$ cat config.mk
export PLATFORM = sky130hd
export DESIGN_NAME = i2c_reg_write_ctrl
export DESIGN_NICKNAME = d
export VERILOG_FILES = /design/src/rtl/i2c_pkg.sv /design/src/rtl/i2c_quarter_timer.sv /design/src/rtl/i2c_reg_write_ctrl.sv
export SDC_FILE = /design/constraint.sdc
export NUM_CORES = 1
export LEC_CHECK = 0
export BUFFER_PORTS_ARGS = -buffer_cell sky130_fd_sc_hd__buf_4
export CAP_MARGIN = 40
export CORE_AREA = 2 2 72 74
export CTS_BUF_LIST = sky130_fd_sc_hd__clkbuf_4 sky130_fd_sc_hd__clkbuf_8 sky130_fd_sc_hd__clkbuf_16
export DETAILED_ROUTE_END_ITERATION = 10
export DIE_AREA = 0 0 74 76
export MAX_ROUTING_LAYER = met4
export PLACE_DENSITY = 0.58
export SYNTH_ARGS = -nofsm -noshare
export SYNTH_HDL_FRONTEND = slang
export SYNTH_HIERARCHICAL = 1
export SYNTH_SLANG_ARGS = --single-unit
$ cat constraint.sdc
create_clock -name clk -period 2.4 [get_ports clk]
set_input_delay 0.48 -clock clk [delete_from_list [all_inputs] [get_ports clk]]
set_output_delay 0.48 -clock clk [all_outputs]
set_load 0.1 [all_outputs]
$ cat src/rtl/i2c_pkg.sv
// Shared types and constants for the I2C register-write controller.
// Byte selection helper keeps the wire order in one place.
package i2c_pkg;

  typedef enum logic [2:0] {
    IDLE,
    START,
    BYTE,
    ACK,
    STOP,
    DONE
  } i2c_state_e;

  localparam logic I2C_WR        = 1'b0;
  localparam int   I2C_NUM_BYTES = 3;

  function automatic logic [7:0] i2c_byte(
    input logic [1:0] idx,
    input logic [6:0] dev,
    input logic [7:0] ra,
    input logic [7:0] dat
  );
    logic [7:0] b;
    b = dat;
    if (idx == 2'd0) b = {dev, I2C_WR};
    else if (idx == 2'd1) b = ra;
    return b;
  endfunction

endpackage

$ cat src/rtl/i2c_quarter_timer.sv
// Tick divider plus 2-bit quarter counter for SCL phase timing.
// A stall freezes both the tick count and the quarter index.
module i2c_quarter_timer #(
  parameter int QUARTER_TICKS = 1
) (
  input  logic       clk,
  input  logic       rst,
  input  logic       run,
  input  logic       tick,
  input  logic       stall,
  output logic [1:0] quarter,
  output logic       quarter_end
);

  localparam int TW = $clog2(QUARTER_TICKS + 1);
  localparam logic [TW-1:0] TLAST = TW'(QUARTER_TICKS - 1);

  logic [TW-1:0] tcnt_q, tcnt_d;
  logic [1:0]    qtr_q, qtr_d;

  assign quarter_end = run & tick & ~stall & (tcnt_q == TLAST);
  assign quarter     = qtr_q;

  always_comb begin
    tcnt_d = tcnt_q;
    qtr_d  = qtr_q;
    if (!run) begin
      tcnt_d = '0;
      qtr_d  = '0;
    end else if (quarter_end) begin
      tcnt_d = '0;
      qtr_d  = qtr_q + 2'd1;
    end else if (tick && !stall) begin
      tcnt_d = tcnt_q + TW'(1);
    end
  end

  always_ff @(posedge clk or posedge rst) begin
    if (rst) begin
      tcnt_q <= '0;
      qtr_q  <= '0;
    end else begin
      tcnt_q <= tcnt_d;
      qtr_q  <= qtr_d;
    end
  end

endmodule

$ cat src/rtl/i2c_reg_write_ctrl.sv
// Single I2C register write: START, addr+W, reg, data, STOP on open-drain lines.
// Define I2C_CLK_STRETCH_EN to honour slave clock stretching on released SCL.
module i2c_reg_write_ctrl
  import i2c_pkg::*;
#(
  parameter int QUARTER_TICKS = 1,
  parameter bit ABORT_ON_NACK = 1'b1
) (
  input  logic       clk,
  input  logic       rst,
  input  logic       tick,
  input  logic       start,
  input  logic [6:0] dev_addr,
  input  logic [7:0] reg_addr,
  input  logic [7:0] wr_data,
  input  logic       scl_in,
  input  logic       sda_in,
  output logic       scl_oe,
  output logic       sda_oe,
  output logic       busy,
  output logic       done,
  output logic       nack
);

  localparam logic [1:0] LAST_BYTE = 2'(I2C_NUM_BYTES - 1);

  i2c_state_e state_q, state_d;
  logic [2:0] bit_q, bit_d;
  logic [1:0] byte_q, byte_d;
  logic [6:0] dev_q, dev_d;
  logic [7:0] reg_q, reg_d;
  logic [7:0] dat_q, dat_d;
  logic       nack_q, nack_d;

  logic       run;
  logic       stall;
  logic [1:0] qtr;
  logic       qend;
  logic [7:0] cur_byte;
  logic       cur_bit;

  assign run = state_q inside {START, BYTE, ACK, STOP};

`ifdef I2C_CLK_STRETCH_EN
  assign stall = ~scl_oe & ~scl_in;
`else
  logic unused_scl_in;
  assign unused_scl_in = scl_in;
  assign stall = 1'b0;
`endif

  i2c_quarter_timer #(
    .QUARTER_TICKS(QUARTER_TICKS)
  ) u_timer (
    .clk        (clk),
    .rst        (rst),
    .run        (run),
    .tick       (tick),
    .stall      (stall),
    .quarter    (qtr),
    .quarter_end(qend)
  );

  assign cur_byte = i2c_byte(byte_q, dev_q, reg_q, dat_q);
  assign cur_bit  = cur_byte[3'd7 - bit_q];

  always_ff @(posedge clk or posedge rst) begin
    if (rst) begin
      state_q <= IDLE;
      bit_q   <= '0;
      byte_q  <= '0;
      dev_q   <= '0;
      reg_q   <= '0;
      dat_q   <= '0;
      nack_q  <= 1'b0;
    end else begin
      state_q <= state_d;
      bit_q   <= bit_d;
      byte_q  <= byte_d;
      dev_q   <= dev_d;
      reg_q   <= reg_d;
      dat_q   <= dat_d;
      nack_q  <= nack_d;
    end
  end

  always_comb begin
    state_d = state_q;
    bit_d   = bit_q;
    byte_d  = byte_q;
    dev_d   = dev_q;
    reg_d   = reg_q;
    dat_d   = dat_q;
    nack_d  = nack_q;
    unique case (state_q)
      IDLE: begin
        if (start) begin
          state_d = START;
          dev_d   = dev_addr;
          reg_d   = reg_addr;
          dat_d   = wr_data;
          nack_d  = 1'b0;
          bit_d   = '0;
          byte_d  = '0;
        end
      end
      START: begin
        if (qend && qtr == 2'd3) state_d = BYTE;
      end
      BYTE: begin
        if (qend && qtr == 2'd3) begin
          if (bit_q == 3'd7) begin
            bit_d   = '0;
            state_d = ACK;
          end else begin
            bit_d = bit_q + 3'd1;
          end
        end
      end
      ACK: begin
        if (qend && qtr == 2'd1 && sda_in) nack_d = 1'b1;
        // nack_q already reflects this slot's sample by Q3
        if (qend && qtr == 2'd3) begin
          if ((ABORT_ON_NACK && nack_q) || byte_q == LAST_BYTE) begin
            state_d = STOP;
          end else begin
            byte_d  = byte_q + 2'd1;
            state_d = BYTE;
          end
        end
      end
      STOP: begin
        if (qend && qtr == 2'd3) state_d = DONE;
      end
      DONE:    state_d = IDLE;
      default: state_d = IDLE;
    endcase
  end

  always_comb begin
    scl_oe = 1'b0;
    sda_oe = 1'b0;
    busy   = run;
    done   = (state_q == DONE);
    nack   = nack_q;
    unique case (state_q)
      START: begin
        sda_oe = qtr[1];
        scl_oe = (qtr == 2'd3);
      end
      BYTE: begin
        scl_oe = (qtr == 2'd0) || (qtr == 2'd3);
        sda_oe = ~cur_bit;
      end
      ACK: begin
        scl_oe = (qtr == 2'd0) || (qtr == 2'd3);
      end
      STOP: begin
        scl_oe = (qtr == 2'd0);
        sda_oe = (qtr != 2'd3);
      end
      default: begin
        scl_oe = 1'b0;
        sda_oe = 1'b0;
      end
    endcase
  end

endmodule

=== Word-level counts from Yosys, hierarchy flattened ===
Index checks and enable logic that the tools add are counted.

* $lt $le $gt $ge: 1
* Reductions and logical operators: 17
* Equal/unequal tests: 21
* Add/subtract/negate cells: 5
* Bitwise logic cells: 4
* Multiplexer cells: 30

{| class="wikitable"
|+ Operators by type and width
! operator !! count
|-
| 3-bit two-way mux || 10
|-
| 8-bit two-way mux || 2
|-
| 3-bit one-hot mux with 5 select lines || 1
|-
| 2-bit by 1-bit != test with 1-bit output (second input constant) || 6
|-
| 2-bit two-way mux || 5
|-
| 3-bit == test (second input constant) || 3
|-
| 2-bit != test (second input constant) || 4
|-
| 3-bit by 2-bit == test with 1-bit output (second input constant) || 2
|-
| 1-bit two-way mux || 6
|-
| 1-bit one-hot mux with 3 select lines || 2
|-
| 3-bit one-hot mux with 2 select lines || 1
|-
| 3-bit AND reduction || 2
|-
| 6-bit AND reduction || 1
|-
| 2-bit by 1-bit adder with 2-bit output (second input constant) || 2
|-
| 2-bit by 1-bit == test with 1-bit output (second input constant) || 2
|-
| 2-bit == test (second input constant) || 2
|-
| 2-bit logical NOT || 2
|-
| 3-bit by 4-bit < comparator with 1-bit output (second input constant) || 1
|-
| 2-bit one-hot mux with 2 select lines || 1
|-
| 4-bit AND reduction || 1
|-
| 2-bit nonzero test || 2
|-
| 4-bit nonzero test || 1
|-
| 3-bit by 1-bit adder with 3-bit output (second input constant) || 1
|-
| 1-bit binary-select mux with 3-bit select || 1
|-
| other kinds (12) || 17
|}

* Input port bits: 29
* Flip-flop bits (word level): 35
* Output and inout bits: 5
* Logic and storage cells: 87

=== Logic depth before layout (Yosys ltp) ===
Gate-level depths: netlist of run 1.

* Word-level depth: 8
* Depth in mapped cells: 8
* Gate-level depth less buffers: 8

=== Cells and area by module ===
Netlist of run 1, hierarchy kept.

{| class="wikitable"
|+ By module, submodules not included
! module !! area an instance (um^2) !! cells an instance !! instances
|-
| i2c_reg_write_ctrl || 1,739.2 || 196 || 1
|-
| i2c_quarter_timer || 158.9 || 16 || 1
|}

=== Worst setup path after synthesis of run 1 ===
OpenSTA, ideal clock, no wires.

* Kind: register to output
* From: reg state_q[1]
* To: out scl_oe
* Cell stages (with the launch flop): 4
* Arrival: 3,078 ps
* Slack: -1,158 ps
* Cells stage by stage: dfrtp_1 clkbuf_1 mux2_2 o21ai_0

* Cells in the longest elaborated chain, start to end: 3
* Elaborated cells between the ends (all ways): 6
* Classes of those cells: 4 x eq/ne; 1 x mux; 1 x reduce/logical

{| class="wikitable"
|+ Ends and longest elaborated chain
! what !! RTL line !! source
|-
| from (decl) || i2c_reg_write_ctrl.sv:27 || <nowiki>i2c_state_e state_q, state_d;</nowiki>
|-
| from (signal assigned) || i2c_reg_write_ctrl.sv:77 || <nowiki>state_q <= state_d;</nowiki>
|-
| 3-bit by 2-bit == test with 1-bit output || i2c_reg_write_ctrl.sv:146 || <nowiki>unique case (state_q)</nowiki>
|-
| 2-bit OR reduction (no line) || - ||
|-
| 1-bit one-hot mux with 3 select lines * || i2c_reg_write_ctrl.sv:146 ||
|-
| to (decl) || i2c_reg_write_ctrl.sv:18 || <nowiki>output logic scl_oe,</nowiki>
|}

Mark *: on every way between the ends. The rest lies on a longest branch, timed or not.

=== Worst setup path in the final report of run 1 ===
* From: reg byte_q[1]
* To: out sda_oe

* Cells in the longest elaborated chain, start to end: 7
* Elaborated cells between the ends (all ways): 8
* Classes of those cells: 1 x eq/ne; 5 x mux; 1 x bitwise; 1 x reduce/logical

{| class="wikitable"
|+ Ends and longest elaborated chain
! what !! RTL line !! source
|-
| from (decl) || i2c_reg_write_ctrl.sv:29 || <nowiki>logic [1:0] byte_q, byte_d;</nowiki>
|-
| from (signal assigned) || i2c_reg_write_ctrl.sv:79 || <nowiki>byte_q <= byte_d;</nowiki>
|-
| 2-bit by 1-bit == test with 1-bit output || i2c_pkg.sv:26 || <nowiki>else if (idx == 2'd1) b = ra;</nowiki>
|-
| 8-bit two-way mux || i2c_pkg.sv:26 ||
|-
| 8-bit two-way mux * || i2c_pkg.sv:25 || <nowiki>if (idx == 2'd0) b = {dev, I2C_WR};</nowiki>
|-
| 1-bit binary-select mux with 3-bit select * || i2c_reg_write_ctrl.sv:65 || <nowiki>assign cur_bit = cur_byte[3'd7 - bit_q];</nowiki>
|-
| 1-bit two-way mux (implied by the code) * || i2c_reg_write_ctrl.sv:65 ||
|-
| 1-bit NOT * || i2c_reg_write_ctrl.sv:153 || <nowiki>sda_oe = ~cur_bit;</nowiki>
|-
| 1-bit one-hot mux with 3 select lines * || i2c_reg_write_ctrl.sv:146 ||
|-
| to (decl) || i2c_reg_write_ctrl.sv:19 || <nowiki>output logic sda_oe,</nowiki>
|}

Mark *: on every way between the ends. The rest lies on a longest branch, timed or not. The select of a mux whose other input is x is not followed.

==> out/summary.txt, run 1 <==
Final Instance Count excl. Fillers = 326
EDFF count, synth = 0
# H-tree levels = 2
Post-synthesis adder-cell area fraction = 5.27%
Hpwl dp = 2720 µm
Switching fraction of total power = 39.4%
Status = finished, violations left
Failing checks = setup timing
Worst setup margin = -466 ps
Filler instances = 492
Avg Inst Size Synth = 8.95 µm²
CP Launch Type = flip-flop
Pre-antenna DRT Iters = 4
Delay-heaviest family, CP = multiplexers
Initial antenna violation count = 0
Clock sinks = 35
Clock power share = 18.7%
CTS max path bufs = 2
Port Buffers = 32
Int Power = 1.66 mW
Hold Buf Count CTS = 0
Worst EP arrival = 2390 ps
Crit path largest cell delay = 450 ps
Fmax = 349 MHz
Combinational power share = 46.1%
Worst slew pin tran = 596 ps
Placer congestion estimate = 0.797
# IOs = 34
Setup violators final = 1
CP Capture Type = output port
Initial detailed-routing violation count = 80
Drt total wl = 3820 µm
Num rows = 26
CTS tree = yes
Chip width = 74 µm
GRT Util Overall = 15.9%
Compound-Gate Fraction of Synth Area = 7.05%
Critical Path RT = 1920 ps
Core Area = 0.00491 mm²
Drc violations = 0
Synth Cell Area = 0.00190 mm²
Share of cells above drive strength 1 = 26.6%
Minimum clock period = 2870 ps
Multiplexer share of the synthesized area = 10.9%
CP Max Fanout = 7
Largest net degree at the start of global routing = 33
Setup_tns = -466 ps
XOR/XNOR share of the synthesized area = 0.461%
Final Skew = 4.39 ps
First-pass GRT wire length = 6690 µm
Syn. warnings = 6
RSZ-0062 raised after global routing = yes
Placed cell count = 319
Net switching power = 1.08 mW
Fraction of registers with async set/reset = 100%
GRT overflow = 0
Worst-path clk slew = 70 ps
CTS Buf Count = 5
Crit path max-delay cell type = mux4_2
Slew margin rel. = 59.9%
Post-Synth Simple-Gate Area = 25.5%
PwrDens = 1120 mW/mm²
Reg power frac = 35.2%
Syn Inst Count = 212
Top FF cell, synth = dfrtp_1
Final hold vios = 0
Final #Nets = 293
Fin crit share = 119%
Die Y = 76 µm
Kind of critical path = flip-flop to output port
Area occupied by multi-input gates = 996 µm²
Die area = 0.00562 mm²
Max-cap violations = 0
WL/cell = 11.7 µm
Layout area overhead = 29.5%
Flop and latch count out of synthesis = 35
Root Buffer Master = clkbuf_8
Largest family of logic cells by synthesized area = simple AND/OR/NAND/NOR gates
CP cell instances = inv_1 > ha_2 > buf_6 > mux2_4 > mux4_2 > o211ai_1 > a31o_4 > buf_12
Post-DRT Antenna Nets = 0
Worst Hold Class = input pin to asynchronous set/reset pin
Max rail drop VDD = 0.426 mV
DR vias = 1488
Static leakage = 1.23 nW
Ant diodes = 0
DR vias/cell = 4.56
CP Buf/Inv Count = 3
Storage element area = 876 µm²
Max-slew violations = 0
Sequential area share after synthesis = 46.1%
Clk Latency, worst-skew pair = 290 ps
Vias in the first global route = 1478
Yosys cell types = 37
Starting Density = 38.6%
==> routing by layer <==
metal | vias up | part of all wire (%) | track usage (%)
li1 | 775 | - | -
met1 | 685 | 49 | 21.4
met2 | 21 | 45 | 22.3
met3 | 7 | 3.5 | 4.50
met4 | 0 | 2.9 | 7.09
met5 | - | 0 | -
==> synthesized netlist by cell type (2+ instances only) <==
library cell | number | area (µm²)
ha_1 | 8 | 100
mux4_2 | 3 | 67.6
inv_1 | 10 | 37.5
nand3b_1 | 2 | 15.0
nor2_1 | 6 | 22.5
mux2i_1 | 5 | 50.1
clkbuf_1 | 7 | 26.3
nand2b_1 | 5 | 31.3
nand2_1 | 79 | 297
dfrtp_1 | 35 | 876
o21ai_0 | 9 | 45.0
mux2_1 | 5 | 56.3
mux2_2 | 3 | 33.8
a21oi_1 | 5 | 25.0
nand3_1 | 7 | 35.0
a22oi_1 | 2 | 15.0
==> cell families (layout without fill, tap and decap cells) <==
family,after synthesis,after routing
compound gates,22,22
xor+xnor,1,1
fa+ha+maj,8,8
buf+inv,20,62
flops,35,35
mux,16,16
other cells,1,3
simple gates,109,109
==> placed cells by master (no fill, tap or decap), types with 2 or more instances in the layout <==
| cell type | instances |
|---|---|
| mux2_1 | 3 |
| conb_1 | 3 |
| nand3b_1 | 2 |
| mux4_2 | 3 |
| mux2_4 | 2 |
| a21oi_1 | 5 |
| mux2i_1 | 5 |
| inv_1 | 10 |
| mux2_2 | 3 |
| ha_1 | 7 |
| nand2b_1 | 5 |
| clkbuf_8 | 5 |
| nor2_1 | 6 |
| buf_4 | 43 |
| o21ai_0 | 8 |
| a22oi_1 | 2 |
| nand3_1 | 7 |
| dfrtp_1 | 35 |
| nand2_1 | 79 |
==> flip-flops by register name, indices dropped and copies added (netlist names) <==
signal and count:
state_q 3, dev_q 7, bit_q 3, reg_q 8
byte_q 2, u_timer/quarter 2, dat_q 8, nack 1
u_timer/tcnt_q 1
==> worst paths after layout <==
check | startpoint | depth (start not counted) | slack [ps] | end
hold reg to reg | dat_q[4]$_DFFE_PP0P_ | 2 | 480 | dat_q[4]$_DFFE_PP0P_
setup / recovery | byte_q[1]$_DFFE_PP0P_ | 8 | -470 | sda_oe
min in group clk | tick | 2 | 360 | u_timer/tcnt_q$_DFFE_PP0P_
max in group asynchronous | rst | 3 | 1820 | reg_q[7]$_DFFE_PP0P_
hold / removal | rst | 2 | 60 | u_timer/tcnt_q$_DFFE_PP0P_
setup reg to reg | state_q[1]$_DFFE_PP0P_ | 7 | 330 | bit_q[0]$_DFFE_PP0P_
==> layout make-up <==
type	instances	share of cell area (%)
timing repair buffer	45	14.4
clock buffer	5	2.80
multi-input combinational	159	40.5
tap	70	3.56
inverter	10	1.53
sequential	35	35.6
clock inverter	2	1.53
==> power by group through the flow <==
stage	Sequential (mW)	Combinational, mW	Clock [mW]
2_1_floorplan	0.945	0.923	0
3_3_place_gp	0.977	1.20	0
3_5_place_dp	0.977	1.21	0
4_1_cts	0.966	1.26	0.535
5_1_grt	0.996	1.40	0.554
6_report	0.967	1.26	0.515
==> timing repair <==
action / in CTS / in global routing
setup endpoints to repair: 1 / 1
setup buffers: 0 / 0
pin swaps: 0 / 2
hold endpoints to repair: 0 / 0
gates resized for setup: 4 / 3
==> stage by stage <==
step	hold slack (ps)	worst slack (ps)	area (µm²)	utilization, %	power [mW]
2_1_floorplan	234	-129	1940	-	1.87
3_3_place_gp	373	-218	2320	47.3	2.18
3_5_place_dp	373	-249	2320	47.3	2.19
4_1_cts	55.5	-472	2450	49.8	2.76
5_1_grt	66.9	-563	2460	50.0	2.95
6_report	64.8	-466	2460	50.0	2.75
==> worst reg2reg max path: stages (launching register included) <==
cell and delay [ps]:
dfrtp_1 380, nor2_1 310, xnor2_4 150, and2_2 220, and2_1 180, o21ai_0 500
nand3_1 140, o31ai_1 90
(Power assumes the default switching activity.)
==> inputs of run 2 (changes only) <==
Settings changed: SETUP_SLACK_MARGIN set to 0.15.
==> run 2 against run 1 <==
  * The flow still finishes with violations (setup timing)
  * Sequential cell count is the same
  * Fmax up 2.9%
  * Final area is 4.2% higher
  * First-iteration DRC count fell by 31%
  * Clock-buffer cell count grew 1
  * Critical path depth did not move
  * Cell count up 2.5%
  * Sequential share of layout area down 1.4 points
  * Utilization increased by 2.1 points
  * Register-to-register slack improved by 140 ps
  * Setup slack gained 82 ps
  * Critical path type unchanged
  * Highest routed layer unchanged
==> out/summary.txt, run 2 (synthesized netlist as in run 1, its figures left out) <==
Share of cells above drive strength 1 = 30.7%
First-pass GRT wire length = 6730 µm
Placer congestion estimate = 0.757
Clock power share = 18.6%
RSZ-0062 raised after global routing = yes
Initial detailed-routing violation count = 55
Core Area = 0.00491 mm²
Biggest regs = dat_q: 8 flops, reg_q: 8 flops, dev_q: 7 flops
CTS tree = yes
DR vias = 1521
Die Y = 76 µm
Starting Density = 38.6%
Combinational power share = 47.8%
Worst Hold Class = input pin to asynchronous set/reset pin
Clock sinks = 35
Max rail drop VDD = 0.480 mV
Root Buffer Master = clkbuf_8
Drt total wl = 3900 µm
Vias in the first global route = 1579
Reg power frac = 33.6%
Worst setup margin = -384 ps
Area occupied by multi-input gates = 0.00102 mm²
Initial antenna violation count = 0
Ant diodes = 0
Chip width = 74 µm
# H-tree levels = 2
R2r setup slk = 470 ps
Clk Latency, worst-skew pair = 280 ps
Max-cap violations = 0
Static leakage = 1.29 nW
Net switching power = 1.11 mW
CTS Buf Count = 5
Worst R2R Path Depth = 6
DR vias/cell = 4.55
Fmax = 359 MHz
Most common library cell in the layout ignoring fill and taps = nand2_1
GRT Util Overall = 15.4%
Largest net degree at the start of global routing = 33
Final Skew = 8.41 ps
Placement Cell Area = 0.00233 mm²
Switching fraction of total power = 38.0%
Setup_tns = -384 ps
Post-DRT Antenna Nets = 0
GRT overflow = 0
Num rows = 26
PwrDens = 1140 mW/mm²
Port Buffers = 32
Critical Path RT = 1920 ps
Commonest cells after routing, fill and taps aside = nand2_1, buf_4, dfrtp_1
Final #Nets = 300
CTS max path bufs = 2
Hpwl dp = 2820 µm
CP Capture Type = output port
Failing checks = setup timing
# IOs = 34
Hold WS = 77.2 ps
Worst-path clk slew = 60 ps
Minimum clock period = 2780 ps
CP Max Fanout = 7
Status = finished, violations left
Die area = 0.00562 mm²
Final hold vios = 0
Kind of critical path = flip-flop to output port
Max-slew violations = 0
Fin crit share = 116%
Setup violators final = 1
Layout area overhead = 34.9%
Reg-to-Reg Start = state_q[2]$_DFFE_PP0P_
Drc violations = 0
WL/cell = 11.7 µm
Post-Layout Inst Area = 0.00256 mm²
Hold Buf Count CTS = 0
Int Power = 1.80 mW
Pre-antenna DRT Iters = 4
Worst EP arrival = 2300 ps
Tot Pwr = 2.91 mW
Slew margin rel. = 62.4%
Worst slew pin tran = 559 ps
CP Launch Type = flip-flop
Reg-to-Reg End = bit_q[0]$_DFFE_PP0P_
Filler instances = 491
Storage element area = 877 µm²
## run 2: worst max path at each step
stage | startpoint | endpoint | depth (start not counted) | slack [ps]
final | byte_q[1]$_DFFE_PP0P_ | sda_oe | 8 | -380
after global routing | byte_q[1]$_DFFE_PP0P_ | sda_oe | 9 | -480
after CTS | byte_q[1]$_DFFE_PP0P_ | sda_oe | 8 | -410
after detailed placement | byte_q[1]$_DFFE_PP0P_ | sda_oe | 8 | -260
after global placement | byte_q[1]$_DFFE_PP0P_ | sda_oe | 8 | -220
after floorplan | byte_q[1]$_DFFE_PP0P_ | sda_oe | 7 | -130
## run 2: critical path, cell delays in order (launching register included)
cell	delay (ps)
dfrtp_1	380
inv_2	80
ha_4	130
buf_8	120
mux2_4	300
mux4_2	450
o211ai_1	210
a31o_4	200
buf_12	170
## run 2: power groups by stage
stage / registers [mW] / logic [mW] / clock network, mW
final: 0.977 / 1.39 / 0.541
after CTS: 0.974 / 1.31 / 0.560
after global routing: 1.00 / 1.53 / 0.584
after floorplan: 0.945 / 0.927 / 0
after global placement: 0.981 / 1.21 / 0
after detailed placement: 0.978 / 1.23 / 0
## run 2: timing repair
action	in CTS	in global routing
resized for setup	9	8
setup buffers	4	2
endpoints found under the setup margin	1	2
pin swaps	2	4
gates cloned	0	0
## run 2: routing by layer
layer	vias up	track usage [%]	part of all wire, %
met5	-	-	0
met4	0	3.82	0.38
met3	2	3.57	2.7
met2	17	25.4	50
met1	709	18.9	47
li1	793	-	-
## run 2: area by class of cell
class	count	area share, %
clock buffers	6	3.23
clock inverters	2	1.37
inverters	10	1.47
multi-input cells	159	39.7
flip-flops and latches	35	34.3
well taps	70	3.42
repair buffers	52	16.5
## run 2: stage by stage
| step | util, % | setup slack [ps] | cells |
|---|---|---|---|
| 2_1_floorplan | - | -129 | 214 |
| 3_3_place_gp | 47.5 | -223 | 320 |
| 3_5_place_dp | 47.5 | -257 | 320 |
| 4_1_cts | 51.2 | -413 | 332 |
| 5_1_grt | 52.1 | -480 | 334 |
| 6_report | 52.1 | -384 | 334 |
